===== src/rtl/thread_sched_if.sv =====
// External loader/unloader state-write port for thread_sched.
// The loader holds ext_wr_req until it sees ext_wr_ack.
interface thread_sched_if #(
  parameter int W = 3
) ();
  logic         ext_wr_req;
  logic [W-1:0] ext_wr_num;
  logic [1:0]   ext_wr_state;
  logic         ext_wr_ack;

  modport master (
    output ext_wr_req, ext_wr_num, ext_wr_state,
    input  ext_wr_ack
  );

  modport slave (
    input  ext_wr_req, ext_wr_num, ext_wr_state,
    output ext_wr_ack
  );
endinterface


===== src/rtl/thread_sched.sv =====
// Thread-state table and round-robin scheduler for the sha256crypt CPU.
// Define THREAD_SCHED_STATS_EN to add the idle_cnt output.
module thread_sched #(
  parameter int N_CORES       = 3,
  parameter int N_THREADS     = 2 * N_CORES,
  parameter int N_THREADS_MSB = $clog2(N_THREADS) - 1
) (
  input  logic                     CLK,
  input  logic                     RST,
  thread_sched_if.slave            ext,
  input  logic [N_THREADS-1:0]     core_done,
  input  logic                     NEXT_THREAD,
  input  logic [1:0]               cpu_new_state,
  input  logic [N_THREADS_MSB:0]   ts_rd_num,
  output logic [1:0]               ts_rd,
  output logic [N_THREADS_MSB:0]   thread_num,
  output logic                     thread_running,
  output logic                     RELOAD,
`ifdef THREAD_SCHED_STATS_EN
  output logic [31:0]              idle_cnt,
`endif
  output logic                     err
);

  localparam int W = N_THREADS_MSB + 1;
  localparam logic [W-1:0] LAST = W'(N_THREADS - 1);

  typedef enum logic [1:0] {
    TS_NONE = 2'b00,
    TS_RDY  = 2'b01,
    TS_RUN  = 2'b10,
    TS_WAIT = 2'b11
  } ts_e;

  typedef enum logic [1:0] {
    S_IDLE,
    S_LOAD,
    S_RUN
  } st_e;

  ts_e            tbl [N_THREADS];
  st_e            st;
  logic [W-1:0]   ahead_num;
  logic           ahead_valid;
  logic [W-1:0]   srch_num;
  logic           srch_valid;
  logic [W:0]     sum;
  logic           cpu_we;
  logic           ld_we;
  logic           ext_ok;
  logic           ahead_ok;
  logic [N_THREADS-1:0] hit;
  logic           done_err;

  assign ts_rd = (ts_rd_num <= LAST) ? tbl[ts_rd_num] : TS_NONE;

  assign cpu_we = (st == S_RUN) && NEXT_THREAD;
  assign ld_we  = (st == S_LOAD);

  // The current thread is owned by the CPU/loader while in LOAD or RUN.
  assign ext_ok = !RST && ext.ext_wr_req &&
                  !((st != S_IDLE) && (ext.ext_wr_num == thread_num));
  assign ext.ext_wr_ack = ext_ok;

  assign ahead_ok = ahead_valid && (tbl[ahead_num] == TS_RDY);

  // Lowest offset wins; offset N_THREADS is thread_num itself, idle only.
  always_comb begin
    srch_valid = 1'b0;
    srch_num   = '0;
    sum        = '0;
    for (int k = N_THREADS; k >= 1; k--) begin
      sum = {1'b0, thread_num} + (W+1)'(k);
      if (sum >= (W+1)'(N_THREADS))
        sum = sum - (W+1)'(N_THREADS);
      if (tbl[sum[W-1:0]] == TS_RDY &&
          (k != N_THREADS || st == S_IDLE)) begin
        srch_valid = 1'b1;
        srch_num   = sum[W-1:0];
      end
    end
  end

  always_comb begin
    hit      = '0;
    done_err = 1'b0;
    for (int i = 0; i < N_THREADS; i++) begin
      hit[i] = ((cpu_we || ld_we) && thread_num == W'(i)) ||
               (ext_ok && ext.ext_wr_num == W'(i));
      if (core_done[i] && (hit[i] || tbl[i] != TS_WAIT))
        done_err = 1'b1;
    end
  end

  always_ff @(posedge CLK) begin
    if (RST) begin
      for (int i = 0; i < N_THREADS; i++)
        tbl[i] <= TS_NONE;
    end else begin
      for (int i = 0; i < N_THREADS; i++) begin
        if (cpu_we && thread_num == W'(i))
          tbl[i] <= ts_e'(cpu_new_state);
        else if (ld_we && thread_num == W'(i))
          tbl[i] <= TS_RUN;
        else if (ext_ok && ext.ext_wr_num == W'(i))
          tbl[i] <= ts_e'(ext.ext_wr_state);
        else if (core_done[i] && tbl[i] == TS_WAIT)
          tbl[i] <= TS_RDY;
      end
    end
  end

  always_ff @(posedge CLK) begin
    if (RST)
      err <= 1'b0;
    else if (done_err || (NEXT_THREAD && st != S_RUN))
      err <= 1'b1;
  end

  always_ff @(posedge CLK) begin
    if (RST) begin
      st             <= S_IDLE;
      thread_num     <= '0;
      thread_running <= 1'b0;
      RELOAD         <= 1'b0;
      ahead_valid    <= 1'b0;
      ahead_num      <= '0;
    end else begin
      ahead_valid <= srch_valid;
      ahead_num   <= srch_num;
      RELOAD      <= 1'b0;
      unique case (st)
        S_IDLE: begin
          if (ahead_ok) begin
            st         <= S_LOAD;
            thread_num <= ahead_num;
            RELOAD     <= 1'b1;
          end
        end
        S_LOAD: begin
          st             <= S_RUN;
          thread_running <= 1'b1;
        end
        S_RUN: begin
          if (NEXT_THREAD) begin
            thread_running <= 1'b0;
            if (ahead_ok && ahead_num != thread_num) begin
              st         <= S_LOAD;
              thread_num <= ahead_num;
              RELOAD     <= 1'b1;
            end else begin
              st <= S_IDLE;
            end
          end
        end
        default: st <= S_IDLE;
      endcase
    end
  end

`ifdef THREAD_SCHED_STATS_EN
  always_ff @(posedge CLK) begin
    if (RST)
      idle_cnt <= '0;
    else if (st == S_IDLE && idle_cnt != 32'hFFFF_FFFF)
      idle_cnt <= idle_cnt + 32'd1;
  end
`endif

endmodule


===== src/flat_wrapper.sv =====
// flat-port wrapper written by rule: the top's interface ports become plain ports
module thread_sched_flat 
#(
  parameter int N_CORES       = 3,
  parameter int N_THREADS     = 2 * N_CORES,
  parameter int N_THREADS_MSB = $clog2(N_THREADS) - 1
)
  (CLK, RST, core_done, NEXT_THREAD, cpu_new_state, ts_rd_num, ts_rd, thread_num, thread_running, RELOAD, err, ext_ext_wr_req, ext_ext_wr_num, ext_ext_wr_state, ext_ext_wr_ack);
  thread_sched_if #(.W(3)) ext_i ();
  input  logic CLK;
  input  logic RST;
  input  logic [N_THREADS-1:0] core_done;
  input  logic NEXT_THREAD;
  input  logic [1:0] cpu_new_state;
  input  logic [N_THREADS_MSB:0] ts_rd_num;
  output logic [1:0] ts_rd;
  output logic [N_THREADS_MSB:0] thread_num;
  output logic thread_running;
  output logic RELOAD;
  output logic err;
  input wire logic [$bits(ext_i.ext_wr_req)-1:0] ext_ext_wr_req;
  input wire logic [$bits(ext_i.ext_wr_num)-1:0] ext_ext_wr_num;
  input wire logic [$bits(ext_i.ext_wr_state)-1:0] ext_ext_wr_state;
  output wire logic [$bits(ext_i.ext_wr_ack)-1:0] ext_ext_wr_ack;
  assign ext_i.ext_wr_req = ext_ext_wr_req;
  assign ext_i.ext_wr_num = ext_ext_wr_num;
  assign ext_i.ext_wr_state = ext_ext_wr_state;
  assign ext_ext_wr_ack = ext_i.ext_wr_ack;
  thread_sched #(.N_CORES(N_CORES), .N_THREADS(N_THREADS), .N_THREADS_MSB(N_THREADS_MSB)) u_core (.CLK(CLK), .RST(RST), .ext(ext_i), .core_done(core_done), .NEXT_THREAD(NEXT_THREAD), .cpu_new_state(cpu_new_state), .ts_rd_num(ts_rd_num), .ts_rd(ts_rd), .thread_num(thread_num), .thread_running(thread_running), .RELOAD(RELOAD), .err(err));
endmodule

===== config.mk =====
export PLATFORM = sky130hd
export DESIGN_NAME = thread_sched_flat
export DESIGN_NICKNAME = d
export VERILOG_FILES = /design/src/rtl/thread_sched_if.sv /design/src/rtl/thread_sched.sv /design/src/flat_wrapper.sv
export SDC_FILE = /design/constraint.sdc
export NUM_CORES = 1
export LEC_CHECK = 0
export BUFFER_PORTS_ARGS = -buffer_cell sky130_fd_sc_hd__clkbuf_2
export CELL_PAD_IN_SITES_DETAIL_PLACEMENT = 1
export CELL_PAD_IN_SITES_GLOBAL_PLACEMENT = 1
export CORE_MARGIN = 10
export CORE_UTILIZATION = 34
export DETAILED_ROUTE_END_ITERATION = 12
export PLACE_DENSITY = 0.64
export REMOVE_ABC_BUFFERS = 1
export SLEW_MARGIN = 20
export SYNTH_ARGS = -nofsm -noshare
export SYNTH_HDL_FRONTEND = slang
export SYNTH_SLANG_ARGS = --single-unit

===== constraint.sdc =====
create_clock -name CLK -period 8 [get_ports CLK]
set_input_delay 1.2 -clock CLK [delete_from_list [all_inputs] [get_ports CLK]]
set_output_delay 1.2 -clock CLK [all_outputs]
set_load 0.02 [all_outputs]

==> results of run 1 <==
[area by class of cell]
type / count / area, um^2 / share of cell area [%]
Tap cell: 102 / 128 / 4.19
Timing Repair Buffer: 31 / 163 / 5.34
Multi-Input combinational cell: 280 / 2060 / 67.6
Sequential cell: 24 / 601 / 19.7
Clock buffer: 4 / 66.3 / 2.18
Inverter: 8 / 30.0 / 0.986
[worst max-delay path: stages]
cell and delay, ns:
clkbuf_2 0.40, nand2b_1 0.30, a41oi_1 0.31, clkbuf_2 0.24
[per-layer routing]
metal	routed length (um)	GRT usage, %
met4	23	2.84
met3	387	2.44
met2	4550	25.5
met5	0	0
met1	4430	21.2
[cells in the mapped netlist, types with 2 or more instances]
cell	instances	share of area, %
a21oi_1	31	5.6
nor2_1	26	3.5
nand2_1	24	3.3
nand2b_1	14	3.2
ha_1	13	5.9
mux2i_1	13	4.7
dfxtp_1	12	8.7
edfxtp_1	12	13
nand3_1	11	2.0
nor2b_1	9	2.0
inv_1	8	1.1
o21ai_0	8	1.4
and3_1	7	1.6
xnor2_1	7	2.2
a211oi_1	6	1.6
and3b_1	6	1.9
clkbuf_1	6	0.81
mux4_2	6	4.9
o31ai_1	6	1.6
nand3b_1	5	1.4
nor3_1	5	0.90
nor3b_1	5	1.4
o211ai_1	5	1.4
a21o_1	4	1.1
a31oi_1	4	0.90
buf_2	4	0.72
mux2_2	4	1.6
nand4b_1	4	1.3
o22ai_1	4	0.90
or2_2	4	0.90
xor2_1	4	1.3
a41oi_1	3	0.95
or3b_1	3	0.95
a2111oi_0	2	0.63
a221o_1	2	0.72
a31o_2	2	0.63
buf_1	2	0.27
buf_6	2	0.81
nand4_1	2	0.45
nor3b_2	2	0.90
o21a_1	2	0.54
or3b_2	2	0.63
or4_1	2	0.54
[state kept, by name, indices dropped and copies added (netlist names)]
register               count
u_core.RELOAD              1
u_core.ahead_num           3
u_core.ahead_valid         1
u_core.err                 1
u_core.st                  2
u_core.tbl                12
u_core.thread_num          3
u_core.thread_running      1
[where the power goes]
part,leakage [nW],switching [mW],internal (mW),total [mW]
logic,0.918,0.0918,0.0648,0.157
registers,0.224,0.0165,0.141,0.157
clock network,0.0339,0.0433,0.0544,0.0977
[logic make-up after synthesis]
family	Yosys count	share of synthesized area [%]
buf+inv	23	3.98
fa+ha+maj	13	5.87
xor+xnor	11	3.48
simple gates	140	29.9
compound gates	92	23.4
flops	24	21.7
mux	24	11.7
[stage by stage]
stage	setup WS (ns)	hold WS, ns	instance area (um^2)
after floorplan	4.72	0.512	2690
after global routing	4.20	0.617	3050
final	4.35	0.556	3050
after detailed placement	4.34	0.556	2980
after CTS	4.35	0.581	3050
after global placement	4.38	0.534	2980
[worst max-delay path by stage]
stage / to / cells after the start
floorplan: u_core.ahead_num[1] / 7
global placement: ext_ext_wr_ack / 4
detailed placement: ext_ext_wr_ack / 4
CTS: ext_ext_wr_ack / 4
global route: ext_ext_wr_ack / 4
finish: ext_ext_wr_ack / 4
==> impl_metrics.ini, run 1 <==
[synth]
synth-edff-count = 12
ys_ff_latch = 24
ys_types = 67
syn-cell-area_um2 = 2770
yosysSeqAreaShare_pct = 21.7
synthCells = 327
yosys_warnings = 0
async_flop_share_pct = 0
ys.flop_type = edfxtp_1
syn_area_per_cell_um2 = 8.47

[worst_hold_path]
min_to = u_core.thread_running
hold_path_startpoint = u_core.thread_running
hold_path.class = reg2reg
whs_path_depth = 2

[detailed_routing]
drc_errors = 0
drt-initial-drc-count = 206
wl_per_cell_um = 20.9
ant_nets = 0
drt_pass1_iterations = 4
via_per_inst = 5.90
num_vias = 2650
wl_um = 9390

[final_layout]
mostFrequentLayoutCell = a21oi_1
finish.utilization_pct = 39.0
nFillCells = 959
antenna_cells = 0
most-common-layout-cells = a21oi_1, clkbuf_2, nor2_1, nand2_1, nand2b_1
nets = 381
drive_gt1_share_pct = 19.6
area_growth_syn_to_layout_pct = 9.99
instances_no_fill = 449

[floorplan]
core_um2 = 7810
rows = 32
start_util_pct = 35.5
fp.dieH_um = 110
pin_count = 29
dieWidth_um = 110
die-area_um2 = 12200

[critical_path]
startpoint_type = primary input
r2r_setup_slack_ns = 4.75
worstPathArrival_ns = 2.45
startpoint = RST
cp.required_ns = 6.80
r2r-end = u_core.ahead_num[1]
cp-end-kind = output port
rr_worst_depth = 9
path_class = in2out
reg2reg_from = u_core.thread_num[0]
crit_fanout = 34

[run]
cap_violations = 0

[power_and_ir_drop]
power_density_nw_per_um2 = 135
fin_total_pwr_uw = 411
irDropWorstVdd_uv = 60.3
p_leak_nw = 1.18

[clocking]
cts_buffers = 3
post_cts_resize_count = 0
root_buffer = clkbuf_8
cts_tree = done
cts_num_sinks = 24
cts.path.max_buffers = 2
htree_levels = 1
ctsHoldBuffers = 0
clock_latency_ns = 0.27
post-cts-setup-buffer-count = 0
cts.reportedPaths.clkPinSlew_ns = 0.09

[timing]
hold_viol_final = 0
max_slew.worst_pin.slew_ns = 0.759
finalSetupViolations = 0
fmax_ghz = 0.274
relSlewSlack_pct = 49.4
min_period_over_period_pct = 45.6
fin_crit_ns = 3.65
slew_violations = 0
finalClockSkew_ns = 0.00439
setup_tns_ns = 0
rsz0062_at_grt = no

[place]
dp.cells = 445
dpl.hpwl_um = 7340
io_buffers = 28
gp_routability_congestion = 0.809

[grt]
gr-total-overflow = 0
grtUsageTotal_pct = 15.6
grt_pass1_vias = 2703
grt_max_degree = 35
antenna_found_initial = 0
grt_first_pass_wirelength_um = 14900

[run_status]
status = finished, final reports clean
No activity file was read; power rests on OpenSTA's default activity.
==> run 2: changes to the inputs <==
--- a/config.mk
+++ b/config.mk
@@ -11,7 +11,7 @@
 export CORE_MARGIN = 10
 export CORE_UTILIZATION = 34
 export DETAILED_ROUTE_END_ITERATION = 12
-export PLACE_DENSITY = 0.64
+export PLACE_DENSITY = 0.66
 export REMOVE_ABC_BUFFERS = 1
 export SLEW_MARGIN = 20
 export SYNTH_ARGS = -nofsm -noshare
==> constraint.sdc (replaced) <==
create_clock -name CLK -period 3.18 [get_ports CLK]
set_input_delay 0.477 -clock CLK [delete_from_list [all_inputs] [get_ports CLK]]
set_output_delay 0.477 -clock CLK [all_outputs]
set_load 0.02 [all_outputs]
==> run 2 against run 1 <==
Critical path depth increased by 3. Via count rose by 3.2%. Clock skew increased by 0.0030 ns. Register-to-register slack worse by 4.5 ns. Clock-buffer cell count down 1. Worst setup slack worse by 4.1 ns. First-iteration DRC count is 53% lower. Core utilization grew 0.54 points. Global-route usage increased by 0.38 points. Combinational power rose to 2.6 times the previous value. Cell count up 1.1%. Largest power group is now combinational cells.
==> impl_metrics.ini, run 2 (same netlist as run 1, synthesis figures left out) <==
[grt]
antenna_found_initial = 0
grtUsageTotal_pct = 16.0
grt_pass1_vias = 2825
gr-total-overflow = 0
grt-busiest-layer = met2
use_met2_pct = 28.7
use_met3_pct = 2.44
grt_max_degree = 34
grt_first_pass_wirelength_um = 15400
grtUsageMet1_pct = 19.8

[final_layout]
nFillCells = 967
nets = 386
largest_register_ffs = 12
drive_gt1_share_pct = 20.7
final-seq-area_um2 = 601
largest_register = u_core.tbl
largestRegisters = u_core.tbl (12), u_core.ahead_num (3), u_core.thread_num (3)
antenna_cells = 0
mostFrequentLayoutCell = a21oi_1
instances_no_fill = 454
most-common-layout-cells = a21oi_1, clkbuf_2, nor2_1, nand2_1, nand2b_1
multi_input_area_um2 = 2060
area_growth_syn_to_layout_pct = 11.5

[timing]
slew_violations = 0
min_period_over_period_pct = 92.5
max_slew.worst_pin.slew_ns = 0.758
fmax_ghz = 0.340
rsz0062_at_grt = no
finalClockSkew_ns = 0.00741
setup_tns_ns = 0
relSlewSlack_pct = 48.8
finalSetupViolations = 0
fin_crit_ns = 2.94
layout_setup_ws_ns = 0.239
hold_viol_final = 0

[power_and_ir_drop]
fin_total_pwr_mw = 1.08
p_leak_nw = 1.20
power_density_nw_per_um2 = 351
irDropWorstVdd_uv = 145

[floorplan]
rows = 32
start_util_pct = 35.5
pin_count = 29
core_um2 = 7810
dieWidth_um = 110
fp.dieH_um = 110
die-area_um2 = 12200

[place]
gp_routability_congestion = 0.901
dpl.hpwl_um = 7530
io_buffers = 28
dp.cells = 450
dp_slack_ns = 0.231

[critical_path]
cp-end-kind = flip-flop
worstPathArrival_ns = 3.02
rr_worst_depth = 7
cp.depth = 7
crit_buf_inv = 1
crit_path_cell_trace = buf_4, xnor2_1, a41oi_1, and3_1, o31a_1, a2111oi_0, a41oi_1
cpMaxStageDelayCell = a2111oi_0
path_class = reg2reg
max_stage_delay_ns = 0.59
crit_fanout = 31
startpoint_type = flip-flop
crit_family = compound AO/OA/AOI/OAI gates
cp.required_ns = 3.26
cpMostUsedCell = a41oi_1

[detailed_routing]
drt_pass1_iterations = 4
ant_nets = 0
wl_per_cell_um = 21.1
drt-initial-drc-count = 96
drc_errors = 0
wl_um = 9590
via_per_inst = 6.02
num_vias = 2735

[run]
cap_violations = 0

[clocking]
cts.path.max_buffers = 2
cts_num_sinks = 24
clock_latency_ns = 0.28
cts_buffers = 3
cts_tree = done
post-cts-setup-buffer-count = 0
htree_levels = 1
post_cts_resize_count = 0
ctsHoldBuffers = 0
root_buffer = clkbuf_8
cts.reportedPaths.clkPinSlew_ns = 0.10

[worst_hold_path]
hold_path.class = reg2reg
whs_path_depth = 2

[run_status]
status = finished, final reports clean
run 2: changes by cell type in the layout (fill, tap and decap cells not counted), sizes merged:
cell    change
bufinv      +1
clkbuf      -1
buf         +5
run 2: worst paths after layout:
path | start | to | slack [ns]
worst min register to register | u_core.thread_running | u_core.thread_running | 0.53
worst max register to register | u_core.thread_num[0] | u_core.err | 0.24
worst min-delay path | u_core.thread_running | u_core.thread_running | 0.53
worst max-delay path | u_core.thread_num[0] | u_core.err | 0.24
run 2: power by group:
part           leakage [nW]  switching, mW  total (mW)  internal [mW]
clock network        0.0357          0.113       0.282          0.169
registers             0.224         0.0446       0.399          0.354
logic                 0.941          0.234       0.403          0.169
run 2: worst register-to-register path: cells and delay by family, from the launching register on:
| family | cells | cell delay, ns |
|---|---|---|
| simple gates | 1 | 0.30 |
| flops | 1 | 0.40 |
| xor+xnor | 1 | 0.21 |
| buf+inv | 1 | 0.38 |
| compound gates | 4 | 1.47 |
run 2: metal layers:
metal / vias up / part of all wire [%]
met5: - / 0
met3: 14 / 3.1
met2: 60 / 50
met4: 0 / 1.5
met1: 1364 / 45
li1: 1297 / -
run 2: through the flow:
step	utilization, %	hold slack, ns	instance area, um^2
global placement	38.6	0.509	3020
floorplan	-	0.512	2690
global route	39.6	0.594	3090
detailed placement	38.6	0.518	3020
finish	39.6	0.535	3090
CTS	39.6	0.545	3090
run 2: final cells by class:
class                   instances  share of cell area [%]
multi-input cells             280                    66.7
inverters                       8                   0.972
well taps                     102                    4.13
clock buffers                   3                    1.34
flip-flops and latches         24                    19.4
repair buffers                 36                    6.48
clock inverters                 1                   0.972
